## src/rtl/dbi_rx8_pkg.sv

```systemverilog
// dbi_rx8_pkg: shared types and helpers for the inverting header link receiver.
//   DATA_W      - payload width
//   state_t     - receive FSM state
//   decode()    - undo the sender's optional bitwise inversion
//   parity_ok() - even parity over the wire bits (used when DBI_RX8_PARITY_EN is defined)
package dbi_rx8_pkg;

    localparam int DATA_W = 8;

    typedef enum logic {
        ST_IDLE  = 1'b0,
        ST_STALL = 1'b1
    } state_t;

    function automatic logic [DATA_W-1:0] decode(input logic [DATA_W-1:0] data,
                                                 input logic              inv);
        return inv ? ~data : data;
    endfunction

    function automatic logic parity_ok(input logic [DATA_W-1:0] data,
                                       input logic              inv,
                                       input logic              par);
        return ~(^{data, inv, par});
    endfunction

endpackage

```

## src/rtl/dbi_rx8_fifo.sv

```systemverilog
// dbi_rx8_fifo: synchronous FIFO, DEPTH words x DATA_W, with a registered head.
//   clk, rst    - clock, async active-high reset
//   push, din   - write din when not full
//   pop         - drop head when not empty
//   full, empty - count-based status (registered)
//   head        - registered copy of the oldest word
module dbi_rx8_fifo
    import dbi_rx8_pkg::*;
#(
    parameter int DEPTH = 4
) (
    input  logic              clk,
    input  logic              rst,
    input  logic              push,
    input  logic              pop,
    input  logic [DATA_W-1:0] din,
    output logic              full,
    output logic              empty,
    output logic [DATA_W-1:0] head
);

    localparam int AW = (DEPTH > 1) ? $clog2(DEPTH) : 1;
    localparam int CW = $clog2(DEPTH + 1);

    logic [DATA_W-1:0] mem_q [DEPTH];
    logic [DATA_W-1:0] mem_d [DEPTH];
    logic [AW-1:0]     wr_q, wr_d, rd_q, rd_d, rd_nxt;
    logic [CW-1:0]     cnt_q, cnt_d;
    logic [DATA_W-1:0] head_q, head_d;
    logic              do_push, do_pop;

    assign full   = (cnt_q == CW'(DEPTH));
    assign empty  = (cnt_q == '0);
    assign head   = head_q;
    assign rd_nxt = rd_q + AW'(1);

    always_comb begin
        mem_d   = mem_q;
        wr_d    = wr_q;
        rd_d    = rd_q;
        cnt_d   = cnt_q;
        head_d  = head_q;
        do_push = push & ~full;
        do_pop  = pop & ~empty;

        if (do_push) begin
            mem_d[wr_q] = din;
            wr_d        = wr_q + AW'(1);
        end
        if (do_pop) begin
            rd_d = rd_nxt;
        end

        if (do_push && !do_pop) begin
            cnt_d = cnt_q + CW'(1);
        end else if (!do_push && do_pop) begin
            cnt_d = cnt_q - CW'(1);
        end

        // Head only moves on a pop or on a write into an empty FIFO. When the
        // last word is popped while a new one arrives, the new word becomes head.
        if (do_pop) begin
            if (cnt_q > CW'(1)) begin
                head_d = mem_q[rd_nxt];
            end else if (do_push) begin
                head_d = din;
            end
        end else if (do_push && empty) begin
            head_d = din;
        end
    end

    always_ff @(posedge clk or posedge rst) begin
        if (rst) begin
            for (int i = 0; i < DEPTH; i++) begin
                mem_q[i] <= '0;
            end
            wr_q   <= '0;
            rd_q   <= '0;
            cnt_q  <= '0;
            head_q <= '0;
        end else begin
            mem_q  <= mem_d;
            wr_q   <= wr_d;
            rd_q   <= rd_d;
            cnt_q  <= cnt_d;
            head_q <= head_d;
        end
    end

endmodule

```

## src/rtl/dbi_rx8.sv

```systemverilog
// dbi_rx8: receiver for the 8-bit inverting header link. Takes each word on a
// two-phase RX_REQ/RX_ACK toggle handshake, undoes the inversion and buffers the
// byte in a FIFO presented as a valid/ready stream.
//   CLK, RESET       - clock, async active-high reset
//   RX_DATA, RX_INV  - header data and inversion flag (held while request pending)
//   RX_REQ / RX_ACK  - toggle handshake with the sender
//   O, O_VALID, O_READY - output stream
//   RX_PAR, PERR     - only with DBI_RX8_PARITY_EN defined: wire parity bit and
//                      sticky parity error flag; bad words are acked and dropped.
//
// state    | meaning
// ---------+-----------------------------------------------------------
// ST_IDLE  | waiting for a request; accepts it at once if FIFO has room
// ST_STALL | request pending but FIFO full; ack withheld until room
module dbi_rx8
    import dbi_rx8_pkg::*;
#(
    parameter int DEPTH       = 4,
    parameter int SYNC_STAGES = 2
) (
    input  logic              CLK,
    input  logic              RESET,
    input  logic [DATA_W-1:0] RX_DATA,
    input  logic              RX_INV,
    input  logic              RX_REQ,
    output logic              RX_ACK,
    output logic [DATA_W-1:0] O,
    output logic              O_VALID,
    input  logic              O_READY
`ifdef DBI_RX8_PARITY_EN
    ,
    input  logic              RX_PAR,
    output logic              PERR
`endif
);

    logic [SYNC_STAGES-1:0] sync_q, sync_d;
    logic                   req_seen_q, req_seen_d;
    logic                   ack_q, ack_d;
    state_t                 state_q, state_d;
    logic                   req_sync, pending, word_good;
    logic                   fifo_push, fifo_full, fifo_empty;

`ifdef DBI_RX8_PARITY_EN
    logic perr_q, perr_d;
    assign word_good = parity_ok(RX_DATA, RX_INV, RX_PAR);
    assign PERR      = perr_q;
`else
    assign word_good = 1'b1;
`endif

    assign sync_d   = {sync_q[SYNC_STAGES-2:0], RX_REQ};
    assign req_sync = sync_q[SYNC_STAGES-1];
    assign pending  = req_sync ^ req_seen_q;
    assign RX_ACK   = ack_q;
    assign O_VALID  = ~fifo_empty;

    always_comb begin
        state_d    = state_q;
        ack_d      = ack_q;
        req_seen_d = req_seen_q;
        fifo_push  = 1'b0;
`ifdef DBI_RX8_PARITY_EN
        perr_d     = perr_q;
`endif
        if (pending && !word_good) begin
            // Corrupt word: release the sender without storing anything,
            // regardless of FIFO occupancy.
            ack_d      = ~ack_q;
            req_seen_d = req_sync;
            state_d    = ST_IDLE;
`ifdef DBI_RX8_PARITY_EN
            perr_d     = 1'b1;
`endif
        end else begin
            case (state_q)
                ST_IDLE: begin
                    if (pending) begin
                        if (!fifo_full) begin
                            fifo_push  = 1'b1;
                            ack_d      = ~ack_q;
                            req_seen_d = req_sync;
                        end else begin
                            state_d = ST_STALL;
                        end
                    end
                end
                ST_STALL: begin
                    if (pending && !fifo_full) begin
                        fifo_push  = 1'b1;
                        ack_d      = ~ack_q;
                        req_seen_d = req_sync;
                        state_d    = ST_IDLE;
                    end
                end
                default: state_d = ST_IDLE;
            endcase
        end
    end

    always_ff @(posedge CLK or posedge RESET) begin
        if (RESET) begin
            sync_q     <= '0;
            req_seen_q <= 1'b0;
            ack_q      <= 1'b0;
            state_q    <= ST_IDLE;
`ifdef DBI_RX8_PARITY_EN
            perr_q     <= 1'b0;
`endif
        end else begin
            sync_q     <= sync_d;
            req_seen_q <= req_seen_d;
            ack_q      <= ack_d;
            state_q    <= state_d;
`ifdef DBI_RX8_PARITY_EN
            perr_q     <= perr_d;
`endif
        end
    end

    // Full comes from the registered count, so a same-cycle pop never makes
    // room for a push in that cycle.
    dbi_rx8_fifo #(
        .DEPTH (DEPTH)
    ) u_fifo (
        .clk   (CLK),
        .rst   (RESET),
        .push  (fifo_push),
        .pop   (O_READY),
        .din   (decode(RX_DATA, RX_INV)),
        .full  (fifo_full),
        .empty (fifo_empty),
        .head  (O)
    );

endmodule

```

## config.mk

```make
export PLATFORM = sky130hd
export DESIGN_NAME = dbi_rx8
export DESIGN_NICKNAME = d
export VERILOG_FILES = /design/src/rtl/dbi_rx8_pkg.sv /design/src/rtl/dbi_rx8_fifo.sv /design/src/rtl/dbi_rx8.sv
export SDC_FILE = /design/constraint.sdc
export NUM_CORES = 1
export LEC_CHECK = 0
export CAP_MARGIN = 10
export CORE_AREA = 3 3 77 79
export DETAILED_ROUTE_END_ITERATION = 12
export DIE_AREA = 0 0 80 82
export PLACE_DENSITY = 0.62
export SLEW_MARGIN = 20
export SYNTH_ARGS = -nofsm -noshare
export SYNTH_HDL_FRONTEND = slang
export SYNTH_SLANG_ARGS = --single-unit
```

## constraint.sdc

```tcl
create_clock -name CLK -period 2.29 [get_ports CLK]
set_clock_uncertainty 0.05 [all_clocks]
set_input_delay 0.229 -clock CLK [delete_from_list [all_inputs] [get_ports CLK]]
set_output_delay 0.229 -clock CLK [all_outputs]
set_load 0.02 [all_outputs]
```

Yosys cells after proc, flatten, opt, wreduce, memory -nomap -nowiden

Cells that the tools add are included.

Register bits after elaboration: 52
Input bits: 13
Word-level logic and storage cells: 77

$add $sub $neg: 4
Magnitude comparators: 4
Equal/unequal tests: 5
Multiplexer cells: 29
Bitwise operators: 10
Reduce and logical (&&, ||, !) cells: 13

Operators with widths:

| cell                                                   | count |
|---|---|
| 2-to-1 mux 8 bit                                       | 8 |
| bitwise mux 32 bit                                     | 1 |
| binary-select mux 8 bit (select 2 bit)                 | 1 |
| demux 8 bit (select 2 bit)                             | 1 |
| 2-to-1 mux 1 bit                                       | 12 |
| NOT 8 bit                                              | 1 |
| one-hot mux 1 bit (2 select lines)                     | 4 |
| >= comparator 3 bit (second input constant)            | 2 |
| 2-to-1 mux 3 bit                                       | 2 |
| NOT 2 -> 3 bit                                         | 2 |
| logical AND 1 bit                                      | 5 |
| adder 2 x 1 -> 2 bit (second input constant)           | 2 |
| inequality test 2 bit (second input constant)          | 2 |
| NOT 1 bit                                              | 4 |
| nonzero test 2 bit                                     | 2 |
| adder 3 x 1 -> 3 bit (second input constant)           | 1 |
| == test 3 bit (second input constant)                  | 1 |
| > comparator 3 x 1 -> 1 bit (second input constant)    | 1 |
| zero test 1 bit                                        | 3 |
| zero test 3 bit                                        | 1 |
| < comparator 3 x 1 -> 1 bit (second input constant)    | 1 |
| inequality test 3 x 2 -> 1 bit (second input constant) | 1 |
| AND reduction 3 bit                                    | 1 |
| subtractor 3 x 1 -> 3 bit (second input constant)      | 1 |
| other kinds (4)                                        | 5 |

Logic depth before layout (Yosys ltp)

Gate-level depths: netlist of run 1.

Depth in word-level cells: 10
Mapped depth: 9
Gate-level depth less buffers: 8

Hierarchy

A second synthesis of run 1 with hierarchy kept.

Cells, all modules: 171
Area total of the unflattened synthesis: 2517.4 um^2

Modules (own cells, without submodules):

| module       | instances | cells each | area each (um^2) | sequential area each (um^2) |
|---|---|---|---|---|
| dbi_rx8_fifo | 1         | 152        | 2299.7           | 1176.1 |
| dbi_rx8      | 1         | 19         | 217.7            | 100.1 |

Worst setup path after synthesis of run 1

No wires, ideal clock.

Kind: register -> register
From: reg u_fifo.cnt_q[0]
To: reg u_fifo.cnt_q[2]
Library setup time: 0.079 ns
Arrival: 1.728 ns
Data required time: 2.161 ns
Slack: 0.433 ns
Cell stages (with the launch flop): 9
Buffers on the path: 1
Clock period less this slack: 1.857 ns
Cell sequence: dfrtp_1 > inv_1 > ha_1 > nand2_1 > and2_2 > buf_2 > ha_1 > nor2_1 > xor2_1

Longest elaborated chain between the ends: 9

RTL lines:

| item                                | line               | RTL |
|---|---|---|
| start, declared                     | dbi_rx8_fifo.sv:28 | `logic [CW-1:0] cnt_q, cnt_d;` |
| start signal, assigned              | dbi_rx8_fifo.sv:86 | `cnt_q <= cnt_d;` |
| == test 3 bit (*)                   | dbi_rx8_fifo.sv:32 | `assign full = (cnt_q == CW'(DEPTH));` |
| zero test 1 bit                     | dbi_rx8.sv:89      | `if (pending && !fifo_full) begin` |
| logical AND 1 bit                   | dbi_rx8.sv:89      |  |
| 2-to-1 mux 1 bit                    | dbi_rx8.sv:89      |  |
| one-hot mux 1 bit (2 select lines)  | dbi_rx8.sv:76      | `case (state_q)` |
| AND 1 bit (*)                       | dbi_rx8_fifo.sv:43 | `do_push = push & ~full;` |
| named net u_fifo.do_push            | dbi_rx8_fifo.sv:30 | `logic do_push, do_pop;` |
| zero test 1 bit                     | dbi_rx8_fifo.sv:56 | `end else if (!do_push && do_pop) begin` |
| logical AND 1 bit                   | dbi_rx8_fifo.sv:56 |  |
| nonzero test 2 bit (no source line) | --                 |  |

The timed path passes the listed nets; every way through them passes the cells marked *. The select of a mux whose other input is x is not followed.
A chain may end at the register's enable or synchronous reset.

Final worst setup path of run 1

From: reg u_fifo.cnt_q[0]
To: out O_VALID

Longest elaborated chain between the ends: 2

RTL lines:

| item            | line               | RTL |
|---|---|---|
| zero test 3 bit | dbi_rx8_fifo.sv:33 | `assign empty = (cnt_q == '0);` |
| NOT 1 bit       | dbi_rx8.sv:56      | `assign O_VALID = ~fifo_empty;` |
| end, declared   | dbi_rx8.sv:28      | `output logic O_VALID,` |

No other way between the ends.

==> run_results.csv, run 1 <==
group,metric,value,unit
grt,grt-busiest-layer,"met2",
logic_synthesis,synth_async_sr_flop_share,100,%
power_and_ir_drop,p_total,4.03,mW
sta,fin_ws,0.122,ns
grt,antenna_found_initial,0,
power_and_ir_drop,switchingPower,1.40,mW
power_and_ir_drop,power.density,1410,mW/mm2
logic_synthesis,yosys_warnings,0,
logic_synthesis,synth-seq-cells,51,
route,ant_nets,0,
clocking,clk_path_buf_depth,2,
route,vias,1503,
logic_synthesis,avgSynthCellArea,11.6,um2
job,cap_violations,0,
critical_path,critical_path_class,"reg2out",
power_and_ir_drop,combPwrFrac,44.4,%
grt,grt_util_all_layers,15.2,%
sta,finalMaxSlewViolations,0,
place,place_area,0.00274,mm2
power_and_ir_drop,p_leak,1.28,nW
place,gp_congestion,0.744,
sta,fmax,461,MHz
grt,grt_pass1_vias,1518,
die,die_area,0.00656,mm2
clocking,cts_tree,"yes",
power_and_ir_drop,intPower,2.63,mW
grt,met1_usage,20.5,%
clocking,cts_buffers,5,
logic_synthesis,yosysSeqAreaShare,53.3,%
sta,max_slew_margin,58.7,%
logic_synthesis,synth_area,0.00239,mm2
final_layout,fin_area,0.00285,mm2
sta,rsz0062_at_grt,"no",
critical_path,crit_chain,"inv_1, ha_1, nand2b_1, clkdlybuf4s50_1",
critical_path,cp.required,2.01,ns
sta,post-route-period-util,94.7,%
sta,finalCriticalPeriod,2.17,ns
place,dp_hpwl,2960,um
place,placed_cells,301,
sta,worst_pin_slew,0.618,ns
clocking,clkTransAtPathRegs,0.09,ns
sta,tns,0,ns
route,wl_per_cell,14.4,um
logic_synthesis,netlist_instances,206,
logic_synthesis,ys.flop_type,"dfrtp_1",
final_layout,fill_cells,485,
logic_synthesis,synth-edff-count,0,
place,port_buffers,22,
power_and_ir_drop,peakVddDrop,0.560,mV
hold_path,hold_path_class,"in2async",
route,drt_iter0_drc,62,
power_and_ir_drop,pwr-share-clk,15.1,%
route,vias_per_cell,4.88,
final_layout,nNetsFinal,258,
final_layout,final_common_cell,"dfrtp_1",
route,drtPass1Iterations,4,
die,io_pins,23,
critical_path,crit_path_end_kind,"output port",
route,drc,0,
final_layout,final_cell_mix,"dfrtp_1 (51), nand2_1 (36), o21ai_0 (34)",
clocking,htree_levels,2,
die,fp.dieW,80,um
grt,grt_max_degree,52,
grt,grt_first_pass_wirelength,7420,um
final_layout,drive_gt1_share,16.5,%
clocking,cts_setup_buffers,0,
logic_synthesis,synth_cell_types,23,
final_layout,seqCellArea,0.00128,mm2
place,place_ws,0.128,ns
power_and_ir_drop,p_sw_share,34.8,%
critical_path,cp.arrival,1.89,ns
status,status,"finished clean",
die,rows,27,
final_layout,areaGrowthSynthToFinish,19.1,%
power_and_ir_drop,pwr-share-seq,40.5,%
grt,use_met2,25.2,%
final_layout,multiInputGateArea,0.00102,mm2
die,die_y,82,um
die,floorplan.initialDensity,44.3,%
route,drt-total-wl,4430,um
sta,setup_viol,0,
critical_path,cp_slowest_cell,"clkdlybuf4s50_1",
grt,use_met3,3.29,%
clocking,root_buffer,"clkbuf_8",
critical_path,startpoint_type,"flip-flop",
sta,finalHoldViolCount,0,
critical_path,critPathMaxFanout,4,
die,core,0.00541,mm2
final_layout,finalNonFillerCells,308,
clocking,clk_latency,0.30,ns
clocking,cts.sinks,51,
critical_path,slowest_delay,0.64,ns
grt,grt_overflow,0,
logic_synthesis,syn-num-nets,228,
final_layout,num_antenna_cells,0,
synth_stat cells (5+ instances only):
master     n  area share (%)
o21ai_0   34             7.1
mux2i_1    9             3.8
mux2_2     9             4.2
nand3_1    5             1.0
clkbuf_1   5            0.78
inv_1     13             2.0
mux4_2     5             4.7
xnor2_1   12             4.4
nand2_1   36             5.6
dfrtp_1   51              53
ha_1       9             4.7
worst paths after layout:
check	from	to	slack (ns)	cells after the start
worst max-delay path	u_fifo.cnt_q[0]$_DFFE_PP0P_	O_VALID	0.12	4
worst min register to register	sync_q[0]$_DFF_PP0_	sync_q[1]$_DFF_PP0_	0.30	0
max in group asynchronous	RESET	u_fifo.mem_q[28]$_DFFE_PP0P_	1.71	3
worst max register to register	u_fifo.cnt_q[0]$_DFFE_PP0P_	u_fifo.cnt_q[2]$_DFFE_PP0P_	0.22	8
min in group CLK	sync_q[0]$_DFF_PP0_	sync_q[1]$_DFF_PP0_	0.30	0
worst min-delay path	RESET	u_fifo.head[5]$_DFFE_PP0P_	0.23	3
kinds of logic (layout without fill, tap and decap cells):
family                   after synthesis  after routing  share of synthesized area (%)
buffers and inverters                 22             52                           4.13
AO/OA/AOI/OAI                         37             37                           8.11
XOR/XNOR                              16             16                           6.17
AND/OR/NAND/NOR                       45             45                           7.69
multiplexers                          26             26                           15.8
flip-flops                            51             51                           53.3
adder cells (fa/ha/maj)                9              9                           4.71
per-layer routing:
layer	share of wire, %	vias up
met2	48	16
met3	2.4	4
met5	0	-
met1	49	735
li1	-	748
met4	0.84	0
cell type report:
class	instances	share of cell area, %
Clock buffer	5	2.41
Multi-Input combinational cell	133	35.8
Clock inverter	2	1.32
Sequential cell	51	44.8
Inverter	13	1.71
Timing Repair Buffer	32	10.8
Tap cell	72	3.16
repair_timing:
item                       in CTS  in global routing
setup endpoints to repair       0                  8
gates resized for setup         0                  1
hold buffers                    0                  0
power by group through the flow:
stage / Combinational (mW) / Clock, mW / Sequential (mW)
global placement: 1.79 / 0 / 1.65
floorplan: 1.29 / 0 / 1.64
finish: 1.79 / 0.608 / 1.63
detailed placement: 1.82 / 0 / 1.66
global route: 2.03 / 0.661 / 1.70
CTS: 1.82 / 0.631 / 1.64
critical path, delay by kind of cell (launching register included):
family,cells,cell delay [ns]
buf+inv,2,0.74
flops,1,0.43
fa+ha+maj,1,0.25
simple gates,1,0.18
flip-flops by register name, indices dropped and copies added, names as in the netlist:
signal        flops
RX_ACK            1
req_seen_q        1
sync_q            2
u_fifo.cnt_q      3
u_fifo.head       8
u_fifo.mem_q     32
u_fifo.rd_q       2
u_fifo.wr_q       2
metrics by stage:
stage / hold slack [ns] / util (%)
floorplan: 0.210 / -
global placement: 0.284 / 50.7
detailed placement: 0.289 / 50.7
CTS: 0.234 / 52.7
global route: 0.247 / 52.7
finish: 0.233 / 52.7
Note: power is estimated with default switching activity, not from simulation.
==> inputs of run 2 (changes only) <==
--- a/config.mk
+++ b/config.mk
@@ -9,6 +9,7 @@
 export CORE_AREA = 3 3 77 79
 export DETAILED_ROUTE_END_ITERATION = 12
 export DIE_AREA = 0 0 80 82
+export HOLD_SLACK_MARGIN = 0.12
 export PLACE_DENSITY = 0.62
 export SLEW_MARGIN = 20
 export SYNTH_ARGS = -nofsm -noshare
==> constraint.sdc (replaced) <==
create_clock -name CLK -period 2.28 [get_ports CLK]
set_clock_uncertainty 0.05 [all_clocks]
set_input_delay 0.228 -clock CLK [delete_from_list [all_inputs] [get_ports CLK]]
set_output_delay 0.228 -clock CLK [all_outputs]
set_load 0.02 [all_outputs]
==> run_results.csv, run 2 (synthesis results as in run 1) <==
group,metric,value,unit
grt,grt-busiest-layer,"met2",
place,dp_hpwl,3060,um
critical_path,startpoint_type,"flip-flop",
die,die_area,0.00656,mm2
final_layout,num_antenna_cells,0,
final_layout,drive_gt1_share,16.8,%
place,gp_congestion,0.734,
final_layout,regMostFlops,"u_fifo.mem_q",
clocking,cts-resized-gates,0,
grt,antenna_found_initial,0,
clocking,clk_latency,0.31,ns
critical_path,crit_path_end_kind,"output port",
die,core,0.00541,mm2
final_layout,areaGrowthSynthToFinish,19.7,%
sta,tns,0,ns
grt,use_met2,25.2,%
place,place_ws,0.138,ns
clocking,clkTransAtPathRegs,0.10,ns
clocking,htree_levels,2,
final_layout,fill_cells,498,
final_layout,multiInputGateArea,0.00102,mm2
power_and_ir_drop,p_total,4.10,mW
sta,finalCriticalPeriod,2.17,ns
route,wl_per_cell,14.4,um
place,port_buffers,22,
power_and_ir_drop,peakVddDrop,0.744,mV
sta,finalHoldViolCount,0,
power_and_ir_drop,p_leak,1.29,nW
route,drc,0,
sta,worst_pin_slew,0.850,ns
final_layout,largest_reg_flops,32,
route,drtPass1Iterations,4,
clocking,root_buffer,"clkbuf_8",
sta,fmax,461,MHz
clocking,ctsHoldBuffers,0,
critical_path,critPathMaxFanout,4,
place,placed_cells,302,
die,fp.dieW,80,um
job,cap_violations,0,
route,drt_iter0_drc,69,
sta,max_slew_margin,42.9,%
grt,met1_usage,21.8,%
critical_path,r2r_setup_slack,0.20,ns
clocking,cts_tree,"yes",
critical_path,cp.arrival,1.89,ns
sta,post-route-period-util,95.1,%
die,io_pins,23,
grt,grt_overflow,0,
route,vias,1522,
critical_path,reg2reg_depth,5,
critical_path,r2r-start,"u_fifo.cnt_q[0]$_DFFE_PP0P_",
critical_path,rr_endpoint,"u_fifo.head[6]$_DFFE_PP0P_",
grt,grt_first_pass_wirelength,7650,um
status,status,"finished clean",
final_layout,finalNonFillerCells,310,
die,rows,27,
sta,setup_viol,0,
power_and_ir_drop,power.density,1430,mW/mm2
clocking,cts.sinks,51,
hold_path,hold_path_class,"in2async",
grt,use_met3,3.29,%
route,drt-total-wl,4470,um
die,floorplan.initialDensity,44.3,%
sta,fin_ws,0.111,ns
final_layout,final_common_cell,"dfrtp_1",
clocking,cts_setup_buffers,0,
grt,grt_pass1_vias,1479,
route,ant_nets,0,
final_layout,nNetsFinal,259,
final_layout,seqCellArea,0.00128,mm2
sta,rsz0062_at_grt,"no",
grt,grt_util_all_layers,15.9,%
final_layout,final_cell_mix,"dfrtp_1 (51), nand2_1 (36), o21ai_0 (34)",
sta,finalMaxSlewViolations,0,
route,vias_per_cell,4.91,
grt,grt_max_degree,32,
critical_path,cp.required,2.00,ns
clocking,cts_buffers,5,
critical_path,critical_path_class,"reg2out",
clocking,clk_path_buf_depth,2,
die,die_y,82,um
-- run 2: cell count changes in the layout (fill, tap and decap cells not counted), sizes merged --
cell,previous run,this run
buf,10,11
clkinv,0,1
inv,13,14
clkinvlp,1,0
-- run 2: per-stage QoR --
step	cell area, um2	hold slack (ns)	utilization (%)
final	2860	0.201	53.0
after global routing	2860	0.246	53.0
after CTS	2860	0.216	53.0
after detailed placement	2750	0.291	50.8
after global placement	2750	0.284	50.8
after floorplan	2390	0.209	-
-- run 2: layout make-up --
class                           count  area share (%)
Inverter                           13            1.70
Tap cell                           72            3.15
Clock buffer                        5            2.40
Sequential cell                    51            44.6
Multi-Input combinational cell    133            35.5
Clock inverter                      3            1.66
Timing Repair Buffer               33            11.0
-- run 2: layer usage --
metal | part of all wire (%) | up-vias
met4 | 1.4 | 0
met2 | 49 | 18
li1 | - | 749
met5 | 0 | -
met3 | 3.1 | 5
met1 | 46 | 750
-- run 2: how the worst max path moves through the flow --
stage	from	to	slack, ns	cells after the start
4_1_cts	u_fifo.cnt_q[0]$_DFFE_PP0P_	O_VALID	0.08	4
3_3_place_gp	RX_INV	u_fifo.head[3]$_DFFE_PP0P_	0.19	4
3_5_place_dp	u_fifo.cnt_q[0]$_DFFE_PP0P_	u_fifo.head[5]$_DFFE_PP0P_	0.14	5
6_report	u_fifo.cnt_q[0]$_DFFE_PP0P_	O_VALID	0.11	4
5_1_grt	u_fifo.cnt_q[0]$_DFFE_PP0P_	u_fifo.head[6]$_DFFE_PP0P_	0.03	5
2_1_floorplan	u_fifo.cnt_q[0]$_DFFE_PP0P_	u_fifo.cnt_q[2]$_DFFE_PP0P_	0.42	8
-- run 2: critical path, stage by stage, from the launching register on --
cell and delay, ns:
dfrtp_1 0.43, inv_1 0.10, ha_1 0.24, nand2b_1 0.18, clkdlybuf4s50_1 0.64
-- run 2: where the power goes --
group | leakage, nW | switching [mW] | internal (mW)
logic | 0.612 | 0.845 | 0.967
clock network | 0.0587 | 0.316 | 0.333
registers | 0.617 | 0.289 | 1.35
